`src/rtl/trap_ctrl.sv`:
```
// trap_ctrl
// ---------
// Trap sequencer sitting directly upstream of the machine-mode CSR file.
// It picks one event in IDLE (synchronous exception, then MRET, then an
// enabled interrupt), asks the pipeline to drain, pulses the CSR-file
// update for one cycle and finally issues a one-cycle fetch redirect to
// either the trap vector or mepc.
//
// Ports:
//   ctrl_clk, ctrl_reset      clock, asynchronous active-high reset
//   exc_valid/exc_cause/exc_pc   synchronous exception at commit
//   mret_req                  MRET reached commit
//   commit_pc                 return point used for interrupts
//   irq_ext/irq_soft/irq_timer   pending interrupt levels (mip)
//   mie_meie/mie_msie/mie_mtie   per-source enables (mie)
//   ctrl_mie                  global mstatus.MIE
//   mtvec, mepc               CSR values used to form the redirect target
//   flush_req / flush_ack     pipeline drain handshake
//   ctrl_trap, ctrl_mret      one-cycle update pulses to the CSR file
//   trap_pc, trap_info        mepc value and {is_interrupt, cause}
//   redirect_valid/redirect_pc   one-cycle fetch redirect
//   busy                      high whenever a sequence is in progress
//
// Build option:
//   TRAP_VECTORED_EN  when defined, interrupts taken with mtvec[1:0] = 1
//                     redirect to base + 4*cause; otherwise every trap
//                     goes to the base address.

module trap_ctrl #(
    parameter logic [31:0] RESET_PC = 32'h0000_0000
) (
    input  logic        ctrl_clk,
    input  logic        ctrl_reset,
    input  logic        exc_valid,
    input  logic [3:0]  exc_cause,
    input  logic [31:0] exc_pc,
    input  logic        mret_req,
    input  logic [31:0] commit_pc,
    input  logic        irq_ext,
    input  logic        irq_soft,
    input  logic        irq_timer,
    input  logic        mie_meie,
    input  logic        mie_msie,
    input  logic        mie_mtie,
    input  logic        ctrl_mie,
    input  logic [31:0] mtvec,
    input  logic [31:0] mepc,
    output logic        flush_req,
    input  logic        flush_ack,
    output logic        ctrl_trap,
    output logic        ctrl_mret,
    output logic [31:0] trap_pc,
    output logic [4:0]  trap_info,
    output logic        redirect_valid,
    output logic [31:0] redirect_pc,
    output logic        busy
);

    localparam logic [1:0] IDLE     = 2'd0;
    localparam logic [1:0] DRAIN    = 2'd1;
    localparam logic [1:0] COMMIT   = 2'd2;
    localparam logic [1:0] REDIRECT = 2'd3;

    logic [1:0]  state;

    // Event latched at the IDLE -> DRAIN transition, frozen until IDLE.
    logic        lat_mret;
    logic        lat_int;
    logic [3:0]  lat_cause;
    logic [31:0] lat_pc;

    // Arbitration result for the current cycle (only used in IDLE).
    logic        ev_any;
    logic        ev_mret;
    logic        ev_int;
    logic [3:0]  ev_cause;
    logic [31:0] ev_pc;

    logic [31:0] trap_base;
    logic [31:0] trap_target;

    assign busy = (state != IDLE);

    // Fixed-priority arbitration: exception beats MRET beats interrupts;
    // among interrupts external beats software beats timer.
    always_comb begin
        ev_any   = 1'b0;
        ev_mret  = 1'b0;
        ev_int   = 1'b0;
        ev_cause = 4'd0;
        ev_pc    = 32'd0;
        if (exc_valid) begin
            ev_any   = 1'b1;
            ev_cause = exc_cause;
            ev_pc    = exc_pc;
        end else if (mret_req) begin
            ev_any  = 1'b1;
            ev_mret = 1'b1;
        end else if (ctrl_mie) begin
            if (irq_ext && mie_meie) begin
                ev_any   = 1'b1;
                ev_int   = 1'b1;
                ev_cause = 4'd11;
                ev_pc    = commit_pc;
            end else if (irq_soft && mie_msie) begin
                ev_any   = 1'b1;
                ev_int   = 1'b1;
                ev_cause = 4'd3;
                ev_pc    = commit_pc;
            end else if (irq_timer && mie_mtie) begin
                ev_any   = 1'b1;
                ev_int   = 1'b1;
                ev_cause = 4'd7;
                ev_pc    = commit_pc;
            end
        end
    end

    assign trap_base = {mtvec[31:2], 2'b00};

    // Trap destination; the vectored form only applies to interrupts.
`ifdef TRAP_VECTORED_EN
    assign trap_target = (mtvec[1:0] == 2'b01 && lat_int)
                       ? trap_base + {26'd0, lat_cause, 2'b00}
                       : trap_base;
`else
    logic mtvec_mode_unused;
    assign mtvec_mode_unused = ^mtvec[1:0];
    assign trap_target       = trap_base;
`endif

    // Sequencer: IDLE -> DRAIN (wait flush_ack) -> COMMIT (CSR pulse)
    // -> REDIRECT (fetch pulse) -> IDLE. All outputs are registered here
    // so each pulse lines up exactly with its state.
    always_ff @(posedge ctrl_clk or posedge ctrl_reset) begin
        if (ctrl_reset) begin
            state          <= IDLE;
            lat_mret       <= 1'b0;
            lat_int        <= 1'b0;
            lat_cause      <= 4'd0;
            lat_pc         <= 32'd0;
            flush_req      <= 1'b0;
            ctrl_trap      <= 1'b0;
            ctrl_mret      <= 1'b0;
            trap_pc        <= 32'd0;
            trap_info      <= 5'd0;
            redirect_valid <= 1'b0;
            redirect_pc    <= RESET_PC;
        end else begin
            case (state)
                IDLE: begin
                    redirect_valid <= 1'b0;
                    redirect_pc    <= RESET_PC;
                    if (ev_any) begin
                        state     <= DRAIN;
                        flush_req <= 1'b1;
                        lat_mret  <= ev_mret;
                        lat_int   <= ev_int;
                        lat_cause <= ev_cause;
                        lat_pc    <= ev_pc;
                    end
                end
                DRAIN: begin
                    if (flush_ack) begin
                        state     <= COMMIT;
                        flush_req <= 1'b0;
                        if (lat_mret) begin
                            ctrl_mret <= 1'b1;
                        end else begin
                            ctrl_trap <= 1'b1;
                            trap_pc   <= {lat_pc[31:2], 2'b00};
                            trap_info <= {lat_int, lat_cause};
                        end
                    end
                end
                COMMIT: begin
                    state          <= REDIRECT;
                    ctrl_trap      <= 1'b0;
                    ctrl_mret      <= 1'b0;
                    redirect_valid <= 1'b1;
                    redirect_pc    <= lat_mret ? mepc : trap_target;
                end
                REDIRECT: begin
                    state          <= IDLE;
                    redirect_valid <= 1'b0;
                    redirect_pc    <= RESET_PC;
                end
                default: begin
                    state <= IDLE;
                end
            endcase
        end
    end

endmodule

```
`config.mk`:
```
export PLATFORM = sky130hd
export DESIGN_NAME = trap_ctrl
export DESIGN_NICKNAME = d
export VERILOG_FILES = /design/src/rtl/trap_ctrl.sv
export SDC_FILE = /design/constraint.sdc
export NUM_CORES = 1
export LEC_CHECK = 0
export BUFFER_PORTS_ARGS = -buffer_cell sky130_fd_sc_hd__clkbuf_2
export CORE_MARGIN = 4
export CORE_UTILIZATION = 35
export CTS_BUF_LIST = sky130_fd_sc_hd__clkbuf_8
export DETAILED_ROUTE_END_ITERATION = 10
export HOLD_SLACK_MARGIN = 0.1
export PLACE_DENSITY_LB_ADDON = 0.3
export SLEW_MARGIN = 20
export SYNTH_ARGS = -nofsm -noshare
export SYNTH_HDL_FRONTEND = slang
export SYNTH_SLANG_ARGS = --single-unit
```
`constraint.sdc`:
```
create_clock -name ctrl_clk -period 6.4 [get_ports ctrl_clk]
set_input_delay 0 -clock ctrl_clk [delete_from_list [all_inputs] [get_ports ctrl_clk]]
set_output_delay 0 -clock ctrl_clk [all_outputs]
set_load 0.02 [all_outputs]
```
==> results of run 1 <==
logic make-up after synthesis:
kind of cell	count (synthesis)
flops	109
mux	67
other cells	1
buf+inv	39
simple gates	87
compound gates	81
fa+ha+maj	5
layout make-up:
type	instances	area, um2	share of cell area [%]
multi-input combinational	242	1850	24.9
timing repair buffer	346	2420	32.6
clock inverter	6	32.5	0.438
inverter	8	32.5	0.438
sequential	109	2730	36.8
clock buffer	10	138	1.85
tap	176	220	2.97
state kept, by name, indices dropped and copies added (netlist names):
register	flops
state	2
redirect_pc	32
flush_req	1
ctrl_trap	1
redirect_valid	1
ctrl_mret	1
trap_pc	30
lat_mret	1
lat_pc	30
trap_info	5
lat_cause	4
lat_int	1
worst min path at each step:
stage,to,slack [ns],startpoint,cells past startpoint
final,flush_req,0.21,ctrl_mie,4
after global routing,flush_req,0.24,ctrl_mie,4
after CTS,flush_req,0.18,ctrl_mie,4
after detailed placement,redirect_pc[11],0.1,ctrl_reset,2
after global placement,redirect_pc[17],0.08,ctrl_reset,2
after floorplan,lat_mret,0.14,mret_req,2
power breakdown:
part	leakage, nW	switching [mW]	internal, mW	total (mW)
combinational	2.33	0.759	0.733	1.49
clock	0.0961	0.222	0.148	0.371
sequential	1.40	0.200	0.978	1.18
total	3.83	1.18	1.86	3.04
timing repair:
item,in CTS,in global routing
endpoints found under the setup margin,0,0
hold endpoints to repair,115,0
hold buffers,131,0
worst min-delay path, cell delays in order:
cell and delay [ns]:
sky130_fd_sc_hd__clkbuf_2 0.12, sky130_fd_sc_hd__nand2b_2 0.08, sky130_fd_sc_hd__a211oi_1 0.22, sky130_fd_sc_hd__or3_1 0.13
metal layers:
layer / vias to the layer above / GRT usage [%] / wire length, um
li1: 2059 / - / -
met5: - / 0 / 0
met1: 2141 / 23.5 / 6150
met3: 23 / 6.01 / 1240
met4: 0 / 5.87 / 280
met2: 210 / 29.5 / 6630
placed cells by master (no fill, tap or decap), types with 2 or more instances in the layout:
master / count
sky130_fd_sc_hd__o21ai_1: 8
sky130_fd_sc_hd__ha_1: 5
sky130_fd_sc_hd__and3_1: 17
sky130_fd_sc_hd__buf_4: 5
sky130_fd_sc_hd__mux2i_1: 32
sky130_fd_sc_hd__inv_1: 10
sky130_fd_sc_hd__dlygate4sd3_1: 131
sky130_fd_sc_hd__clkbuf_8: 10
sky130_fd_sc_hd__conb_1: 2
sky130_fd_sc_hd__mux2_2: 18
sky130_fd_sc_hd__a21oi_1: 2
sky130_fd_sc_hd__and3_2: 13
sky130_fd_sc_hd__o21ai_0: 27
sky130_fd_sc_hd__clkbuf_2: 209
sky130_fd_sc_hd__nand2_1: 42
sky130_fd_sc_hd__nor2_1: 2
sky130_fd_sc_hd__mux2_1: 17
sky130_fd_sc_hd__nand3_1: 2
sky130_fd_sc_hd__a22oi_1: 2
sky130_fd_sc_hd__a221o_1: 32
sky130_fd_sc_hd__dfrtp_1: 108
sky130_fd_sc_hd__nor2_2: 2
==> flow_summary_export.csv, run 1 <==
group,metric,value,unit
outcome,outcome,"complete, no violations",
critical_path,regToRegSetupSlack,3.64,ns
power_and_ir_drop,totalPowerFinal,3.04,mW
drt,drt-total-wl,14300,um
cells_and_area,fill_cells,1088,
critical_path,startpoint_type,"flip-flop",
cells_and_area,fin_util,55.6,%
global_route,maximum_number_of_pins_on_one_net_before_global_route_repair,66,
run,cap_violations,0,
drt,wire_per_inst,15.9,um
min_path,hold_path_class,"input port to flip-flop",
critical_path,cp_top_family,"buffers and inverters",
placed_design,numPortBuffers,209,
logic_synthesis,synth-edff-count,0,
drt,drt_iter0_markers,212,
global_route,track_usage,18.3,%
critical_path,critPathRequiredTime,6.64,ns
critical_path,worstSetupPathDepth,8,
clocking,cts_num_sinks,109,
timing,tightestPinTransition,1.00,ns
critical_path,setup.worst_path.end,"lat_pc[27]",
clocking,cts.repair_timing.setup_buffer_count,0,
floorplan,die_area,15600,um2
timing,final.setup.worst_slack,3.64,ns
power_and_ir_drop,p_per_area,410,nW/um2
placed_design,dp_hpwl,8700,um
logic_synthesis,yosysTopAreaCellShare,56.9,%
timing,max_clock_freq,0.363,GHz
logic_synthesis,post_synth_mux_area_share,14.9,%
logic_synthesis,netlist.top_cell.by_area,"sky130_fd_sc_hd__dfrtp_1",
drt,residual_drc,0,
clocking,clkLatencyLatePin,0.36,ns
placed_design,post-place-ws,4.11,ns
critical_path,criticalPathCategory,"flip-flop to flip-flop",
critical_path,worst_ep_arrival_time,3.00,ns
critical_path,rr_worst_depth,8,
logic_synthesis,post_synthesis_cell_count,389,
critical_path,critPathCaptureType,"flip-flop",
timing,timing.final.setup_violations,0,
critical_path,crit-reg2reg-launch,"state[0]",
critical_path,slowest_stage,"sky130_fd_sc_hd__dlygate4sd3_1",
logic_synthesis,synth_fa_ha_area_share,1.31,%
critical_path,worstSetupStartpoint,"state[0]",
logic_synthesis,synth_cell_type_count,41,
cells_and_area,final_nets,865,
timing,timing.setup.tns,0,ns
timing,hold_viol_final,0,
logic_synthesis,post-synth-top-count-cell,"sky130_fd_sc_hd__dfrtp_1",
logic_synthesis,synth.cells.most_frequent,"sky130_fd_sc_hd__dfrtp_1 (109), sky130_fd_sc_hd__nand2_1 (42), sky130_fd_sc_hd__a221o_1 (32), sky130_fd_sc_hd__mux2i_1 (32), sky130_fd_sc_hd__o21ai_0 (27)",
cells_and_area,n_antenna_cell,0,
power_and_ir_drop,static-leakage-power,3.83,nW
critical_path,critical_path_buf_inv_count,4,
cells_and_area,area_growth_syn_to_layout,54.9,%
timing,timing.final.crit_share,43.1,%
cells_and_area,final-instance-count-excl-fill,897,
logic_synthesis,synth_area_per_cell,12.3,um2
placed_design,postPlaceCellArea,5910,um2
global_route,grt_overflow_total,0,
timing,period_needed,2.76,ns
logic_synthesis,synth.cell_area,4790,um2
critical_path,crit_path_cell_trace,"inv_1, ha_1, buf_4, o31a_1, o21ai_4, buf_16, a221o_1, dlygate4sd3_1",
global_route,grt_antenna_before_repair,0,
logic_synthesis,yosys-top-cells-area,"sky130_fd_sc_hd__dfrtp_1 (57%), sky130_fd_sc_hd__a221o_1 (6.7%), sky130_fd_sc_hd__mux2i_1 (6.7%)",
drt,num_vias,4433,
cells_and_area,layout.cell_area.non_filler,7420,um2
floorplan,fp.dieH,125,um
cells_and_area,final_layout_size_suffix_gt1_share,37.0,%
floorplan,floorplan.io_pins,218,
floorplan,initial_core_util,35.9,%
critical_path,critical-path-max-stage-delay,0.57,ns
power_and_ir_drop,vdd_drop_max,213,uV
drt,1st_pass_router_iterations,4,
logic_synthesis,synth-main-ff-cell,"sky130_fd_sc_hd__dfrtp_1",
clocking,cts_made_buffers,9,
logic_synthesis,synth_compound_area_share,12.8,%
logic_synthesis,synth-simple-area-share,9.45,%
clocking,clkSlewWorstSetupHoldPaths,0.09,ns
clocking,tritoncts,"yes",
logic_synthesis,synth-seq-cells,109,
drt,residual_antenna_violating_net_count_after_detailed_routing,0,
global_route,first_global_vias,4801,
placed_design,place.detailed.instances,749,
floorplan,placement_rows,42,
clocking,clock_path_buffers,2,
logic_synthesis,synth.yosys.seq_area_share,56.9,%
clocking,clockRootBuffer,"sky130_fd_sc_hd__clkbuf_8",
drt,route.detailed.vias_per_inst,4.94,
global_route,grt_pass1_wl,23800,um
logic_synthesis,postSynth.asyncResetShare,100,%
logic_synthesis,total_number_of_yosys_warnings,0,
timing,grt_setup_unrepaired,"false",
timing,finClkSkew,0.00825,ns
logic_synthesis,synthXorXnorAreaFrac,0,%
critical_path,worst_r2r_endpoint,"lat_pc[27]",
placed_design,gp_congestion,0.766,
clocking,cts_max_level,3,
timing,max_slew_margin,33.3,%
logic_synthesis,synth_top_family_by_area,"multiplexers",
timing,hold_ws,0.212,ns
timing,final_max_slew_viol_count,0,
critical_path,worst-path-max-fanout,36,
floorplan,fp.coreArea,13300,um2
floorplan,floorplan.die.width,125,um
clocking,post_cts_resize_count,0,
Note: power is estimated with default switching activity, not from simulation.
==> run 2, diff against run 1 <==
==> constraint.sdc (replaced) <==
create_clock -name ctrl_clk -period 2.6 [get_ports ctrl_clk]
set_input_delay 0 -clock ctrl_clk [delete_from_list [all_inputs] [get_ports ctrl_clk]]
set_output_delay 0 -clock ctrl_clk [all_outputs]
set_load 0.02 [all_outputs]
==> flow_summary_export.csv, run 2 (synthesis results as in run 1) <==
group,metric,value,unit
clocking,clock_path_buffers,2,
drt,num_vias,4483,
critical_path,criticalPathCategory,"flip-flop to flip-flop",
cells_and_area,final_layout_size_suffix_gt1_share,37.9,%
cells_and_area,layout_commonest_cell,"sky130_fd_sc_hd__clkbuf_2",
power_and_ir_drop,vdd_drop_max,515,uV
cells_and_area,largest-register,"redirect_pc",
global_route,maximum_number_of_pins_on_one_net_before_global_route_repair,110,
clocking,cts_made_buffers,9,
cells_and_area,largestRegisters,"redirect_pc: 32 flops, lat_pc: 30 flops, trap_pc: 30 flops",
global_route,track_usage,19.4,%
drt,residual_drc,0,
critical_path,critical-path-max-stage-delay,0.56,ns
drt,drt_iter0_markers,229,
drt,1st_pass_router_iterations,5,
placed_design,place.detailed.instances,752,
clocking,clkLatencyLatePin,0.37,ns
drt,wire_per_inst,17.2,um
drt,route.detailed.vias_per_inst,4.98,
critical_path,worst_ep_arrival_time,2.68,ns
critical_path,critPathCaptureType,"flip-flop",
critical_path,critPathRequiredTime,2.85,ns
timing,timing.final.setup_violations,0,
drt,residual_antenna_violating_net_count_after_detailed_routing,0,
clocking,cts_num_sinks,109,
floorplan,die_area,15600,um2
run,cap_violations,0,
power_and_ir_drop,p_per_area,1020,nW/um2
clocking,clockRootBuffer,"sky130_fd_sc_hd__clkbuf_8",
power_and_ir_drop,static-leakage-power,3.84,nW
min_path,hold_path_class,"input port to flip-flop",
cells_and_area,n_antenna_cell,0,
global_route,grt_overflow_total,0,
clocking,cts_max_level,3,
critical_path,cp_top_family,"compound AO/OA/AOI/OAI gates",
critical_path,startpoint_type,"flip-flop",
critical_path,critical_path_buf_inv_count,2,
floorplan,initial_core_util,35.9,%
timing,grt_setup_unrepaired,"false",
critical_path,worst-path-max-fanout,18,
placed_design,postPlaceCellArea,5960,um2
drt,drt-total-wl,15500,um
cells_and_area,area_growth_syn_to_layout,56.5,%
timing,timing.setup.tns,0,ns
cells_and_area,largest_reg_flops,32,
clocking,tritoncts,"yes",
floorplan,floorplan.io_pins,218,
placed_design,numPortBuffers,209,
timing,max_clock_freq,0.412,GHz
cells_and_area,final_nets,869,
cells_and_area,final-instance-count-excl-fill,901,
clocking,clkSlewWorstSetupHoldPaths,0.10,ns
timing,period_needed,2.43,ns
timing,timing.final.crit_share,93.4,%
timing,final_max_slew_viol_count,0,
global_route,grt_pass1_wl,24600,um
cells_and_area,layout.cells.most_common_list,"sky130_fd_sc_hd__clkbuf_2 (209), sky130_fd_sc_hd__dlygate4sd3_1 (131), sky130_fd_sc_hd__dfrtp_1 (108)",
floorplan,fp.coreArea,13300,um2
outcome,outcome,"complete, no violations",
timing,finClkSkew,0.00601,ns
cells_and_area,layout.cell_area.non_filler,7500,um2
timing,hold_viol_final,0,
global_route,first_global_vias,4950,
placed_design,gp_congestion,0.805,
critical_path,slowest_stage,"sky130_fd_sc_hd__dlygate4sd3_1",
floorplan,fp.dieH,125,um
critical_path,crit_path_cell_trace,"inv_1, ha_2, o31a_2, o21ai_4, a221o_1, dlygate4sd3_1",
floorplan,floorplan.die.width,125,um
floorplan,placement_rows,42,
global_route,grt_antenna_before_repair,0,
timing,tightestPinTransition,0.667,ns
placed_design,dp_hpwl,8890,um
timing,max_slew_margin,55.3,%
cells_and_area,fin_util,56.2,%
==> run 2: through the flow <==
stage | total power, mW | setup WS [ns] | hold WS [ns]
2_1_floorplan | 4.94 | 0.971 | 0.136
3_3_place_gp | 5.86 | 0.693 | 0.205
3_5_place_dp | 5.97 | 0.654 | 0.207
4_1_cts | 7.59 | 0.0941 | 0.154
5_1_grt | 8.16 | 0.0960 | 0.185
6_report | 7.65 | 0.172 | 0.186
==> run 2: final timing paths <==
kind                            start          to  slack, ns  cells after the start
max                          state[0]  lat_pc[24]       0.17                      6
min reg2reg                   lat_int     lat_int       0.49                      1
max in group asynchronous  ctrl_reset    state[1]       1.80                      4
max reg2reg                  state[0]  lat_pc[24]       0.17                      6
min                         exc_valid    lat_mret       0.19                      3
min in group asynchronous  ctrl_reset   lat_pc[4]       0.31                      4
==> run 2: power breakdown <==
part           internal [mW]  switching, mW
sequential              2.41          0.376
clock                  0.423          0.559
combinational           1.83           2.05
==> run 2: area by class of cell <==
cell class                 count  area [um2]
clock buffer                  12         165
clock inverter                 4        22.5
fill                        1127        5850
inverter                       8        33.8
multi-input combinational    244        1890
sequential                   109        2730
tap                          176         220
timing repair buffer         348        2440
==> run 2: routing by layer <==
layer	vias to the layer above	track usage, %	wire, um
met5	-	0	0
met4	0	9.12	483
met3	35	5.63	1280
met2	221	32.9	7430
met1	2156	22.6	6340
li1	2071	-	-
==> run 2: timing repair <==
action	in CTS	in global routing
setup endpoints to repair	0	29
hold endpoints to repair	180	0
resized for setup	0	4
hold buffers	131	0
buffers inserted	0	0
==> run 2: worst min-delay path: stages <==
cell	delay (ns)
sky130_fd_sc_hd__clkbuf_2	0.10
sky130_fd_sc_hd__buf_4	0.25
sky130_fd_sc_hd__o21ai_1	0.16
==> run 3, diff against run 2 <==
--- a/config.mk
+++ b/config.mk
@@ -8,7 +8,7 @@
 export BUFFER_PORTS_ARGS = -buffer_cell sky130_fd_sc_hd__clkbuf_2
 export CORE_MARGIN = 4
 export CORE_UTILIZATION = 35
-export CTS_BUF_LIST = sky130_fd_sc_hd__clkbuf_8
+export CTS_BUF_LIST = sky130_fd_sc_hd__clkbuf_16
 export DETAILED_ROUTE_END_ITERATION = 10
 export HOLD_SLACK_MARGIN = 0.1
 export PLACE_DENSITY_LB_ADDON = 0.3
==> flow_summary_export.csv, run 3 (synthesis results as in run 1) <==
group,metric,value,unit
drt,residual_antenna_violating_net_count_after_detailed_routing,0,
cells_and_area,area_growth_syn_to_layout,57.8,%
floorplan,fp.dieH,125,um
timing,timing.setup.tns,0,ns
power_and_ir_drop,static-leakage-power,3.88,nW
critical_path,worst_ep_arrival_time,2.68,ns
min_path,hold_path_class,"input port to flip-flop",
critical_path,critical-path-max-stage-delay,0.56,ns
floorplan,fp.coreArea,13300,um2
drt,drt-total-wl,15400,um
outcome,outcome,"complete, no violations",
cells_and_area,largest-register,"redirect_pc",
clocking,clkSlewWorstSetupHoldPaths,0.07,ns
global_route,track_usage,19.4,%
timing,hold_ws,0.209,ns
critical_path,critPathCaptureType,"flip-flop",
timing,final_max_slew_viol_count,0,
floorplan,floorplan.die.width,125,um
global_route,grt_overflow_total,0,
cells_and_area,n_antenna_cell,0,
clocking,cts_num_sinks,109,
cells_and_area,largest_reg_flops,32,
global_route,grt_antenna_before_repair,0,
run,cap_violations,0,
floorplan,initial_core_util,35.9,%
global_route,first_global_vias,4931,
timing,finClkSkew,0.00504,ns
floorplan,placement_rows,42,
placed_design,post-place-ws,0.654,ns
clocking,clockRootBuffer,"sky130_fd_sc_hd__clkbuf_16",
power_and_ir_drop,p_per_area,1040,nW/um2
clocking,cts_made_buffers,9,
critical_path,worst-path-max-fanout,18,
clocking,tritoncts,"yes",
global_route,maximum_number_of_pins_on_one_net_before_global_route_repair,110,
clocking,clock_path_buffers,2,
cells_and_area,final_nets,869,
drt,1st_pass_router_iterations,4,
power_and_ir_drop,combPwrFrac,49.1,%
critical_path,critPathRequiredTime,2.83,ns
placed_design,place.detailed.instances,752,
cells_and_area,final-instance-count-excl-fill,901,
cells_and_area,layout.cells.most_common_list,"sky130_fd_sc_hd__clkbuf_2 (209), sky130_fd_sc_hd__dlygate4sd3_1 (131), sky130_fd_sc_hd__dfrtp_1 (108)",
power_and_ir_drop,internal_power,4.88,mW
timing,max_slew_margin,55.9,%
critical_path,crit_path_cell_trace,"inv_1, ha_2, o31a_1, buf_4, o21ai_4, a221o_1, dlygate4sd3_1",
drt,residual_drc,0,
timing,timing.final.setup_violations,0,
critical_path,criticalPathCategory,"flip-flop to flip-flop",
floorplan,die_area,15600,um2
timing,max_clock_freq,0.407,GHz
power_and_ir_drop,pwr-share-seq,35.4,%
power_and_ir_drop,p_sw,3.01,mW
cells_and_area,largestRegisters,"redirect_pc: 32 flops, lat_pc: 30 flops, trap_pc: 30 flops",
placed_design,gp_congestion,0.805,
timing,period_needed,2.45,ns
global_route,grt_pass1_wl,24700,um
power_and_ir_drop,switching_share,38.2,%
placed_design,dp_hpwl,8890,um
critical_path,critical_path_buf_inv_count,3,
floorplan,floorplan.io_pins,218,
timing,hold_viol_final,0,
cells_and_area,final_layout_size_suffix_gt1_share,37.4,%
timing,grt_setup_unrepaired,"false",
drt,route.detailed.vias_per_inst,4.96,
timing,tightestPinTransition,0.660,ns
critical_path,cp_top_family,"buffers and inverters",
clocking,cts_max_level,3,
critical_path,slowest_stage,"sky130_fd_sc_hd__dlygate4sd3_1",
timing,timing.final.crit_share,94.4,%
power_and_ir_drop,power.share.clock,15.5,%
drt,num_vias,4466,
drt,wire_per_inst,17.1,um
cells_and_area,layout_commonest_cell,"sky130_fd_sc_hd__clkbuf_2",
power_and_ir_drop,vdd_drop_max,502,uV
drt,drt_iter0_markers,192,
critical_path,startpoint_type,"flip-flop",
clocking,clkLatencyLatePin,0.34,ns
placed_design,numPortBuffers,209,
timing,final.setup.worst_slack,0.146,ns
==> run 3: cell count changes in the layout (fill, tap and decap cells not counted) <==
cell,delta
sky130_fd_sc_hd__o21ai_4,-1
sky130_fd_sc_hd__buf_4,+1
sky130_fd_sc_hd__o31a_1,+1
sky130_fd_sc_hd__clkbuf_16,+9
sky130_fd_sc_hd__clkinv_1,+3
sky130_fd_sc_hd__o31a_2,-1
sky130_fd_sc_hd__clkbuf_8,-12
==> run 3: worst min-delay path, stage by stage <==
cell and delay (ns):
sky130_fd_sc_hd__clkbuf_2 0.10, sky130_fd_sc_hd__buf_4 0.25, sky130_fd_sc_hd__o21ai_1 0.16
==> run 3: power groups by stage <==
stage	Clock [mW]	Combinational [mW]	Sequential [mW]
6_report	1.22	3.88	2.79
5_1_grt	1.34	4.18	2.88
4_1_cts	1.27	3.79	2.78
3_5_place_dp	0	3.17	2.80
3_3_place_gp	0	3.08	2.78
2_1_floorplan	0	1.67	3.27
==> run 3: repair_timing <==
action                                  in CTS  in global routing
hold buffers                               131                  0
endpoints found under the setup margin       0                 25
setup buffers                                0                  1
resized for setup                            0                  2
endpoints found under the hold margin      178                  0
==> run 3: layout make-up <==
type                       instances  area [um2]
fill                            1121        5790
sequential                       109        2730
clock inverter                     7        33.8
multi-input combinational        243        1870
clock buffer                       9         225
tap                              176         220
timing repair buffer             349        2450
inverter                           8        33.8
==> run 3: final timing paths <==
kind / cells past startpoint / end / from / slack, ns
min in group asynchronous: 4 / lat_pc[4] / ctrl_reset / 0.34
worst max register to register: 7 / lat_pc[24] / state[0] / 0.15
worst min-delay path: 3 / lat_mret / exc_valid / 0.21
worst min register to register: 1 / lat_int / lat_int / 0.48
worst max-delay path: 7 / lat_pc[24] / state[0] / 0.15
max in group asynchronous: 4 / lat_mret / ctrl_reset / 1.75
==> run 3: through the flow <==
stage / area (um2) / total power, mW / utilization [%]
6_report: 7560 / 7.89 / 56.6
3_3_place_gp: 5960 / 5.86 / 44.7
2_1_floorplan: 4800 / 4.94 / -
4_1_cts: 7530 / 7.85 / 56.4
5_1_grt: 7560 / 8.39 / 56.6
3_5_place_dp: 5960 / 5.97 / 44.7
==> run 3: layer usage <==
layer / routed length, um / global-route usage, % / part of all wire, %
met1: 6250 / 22.6 / 40
met2: 7460 / 33.2 / 48
met3: 1310 / 5.67 / 8.5
met4: 415 / 8.93 / 2.7
met5: 0 / 0 / 0
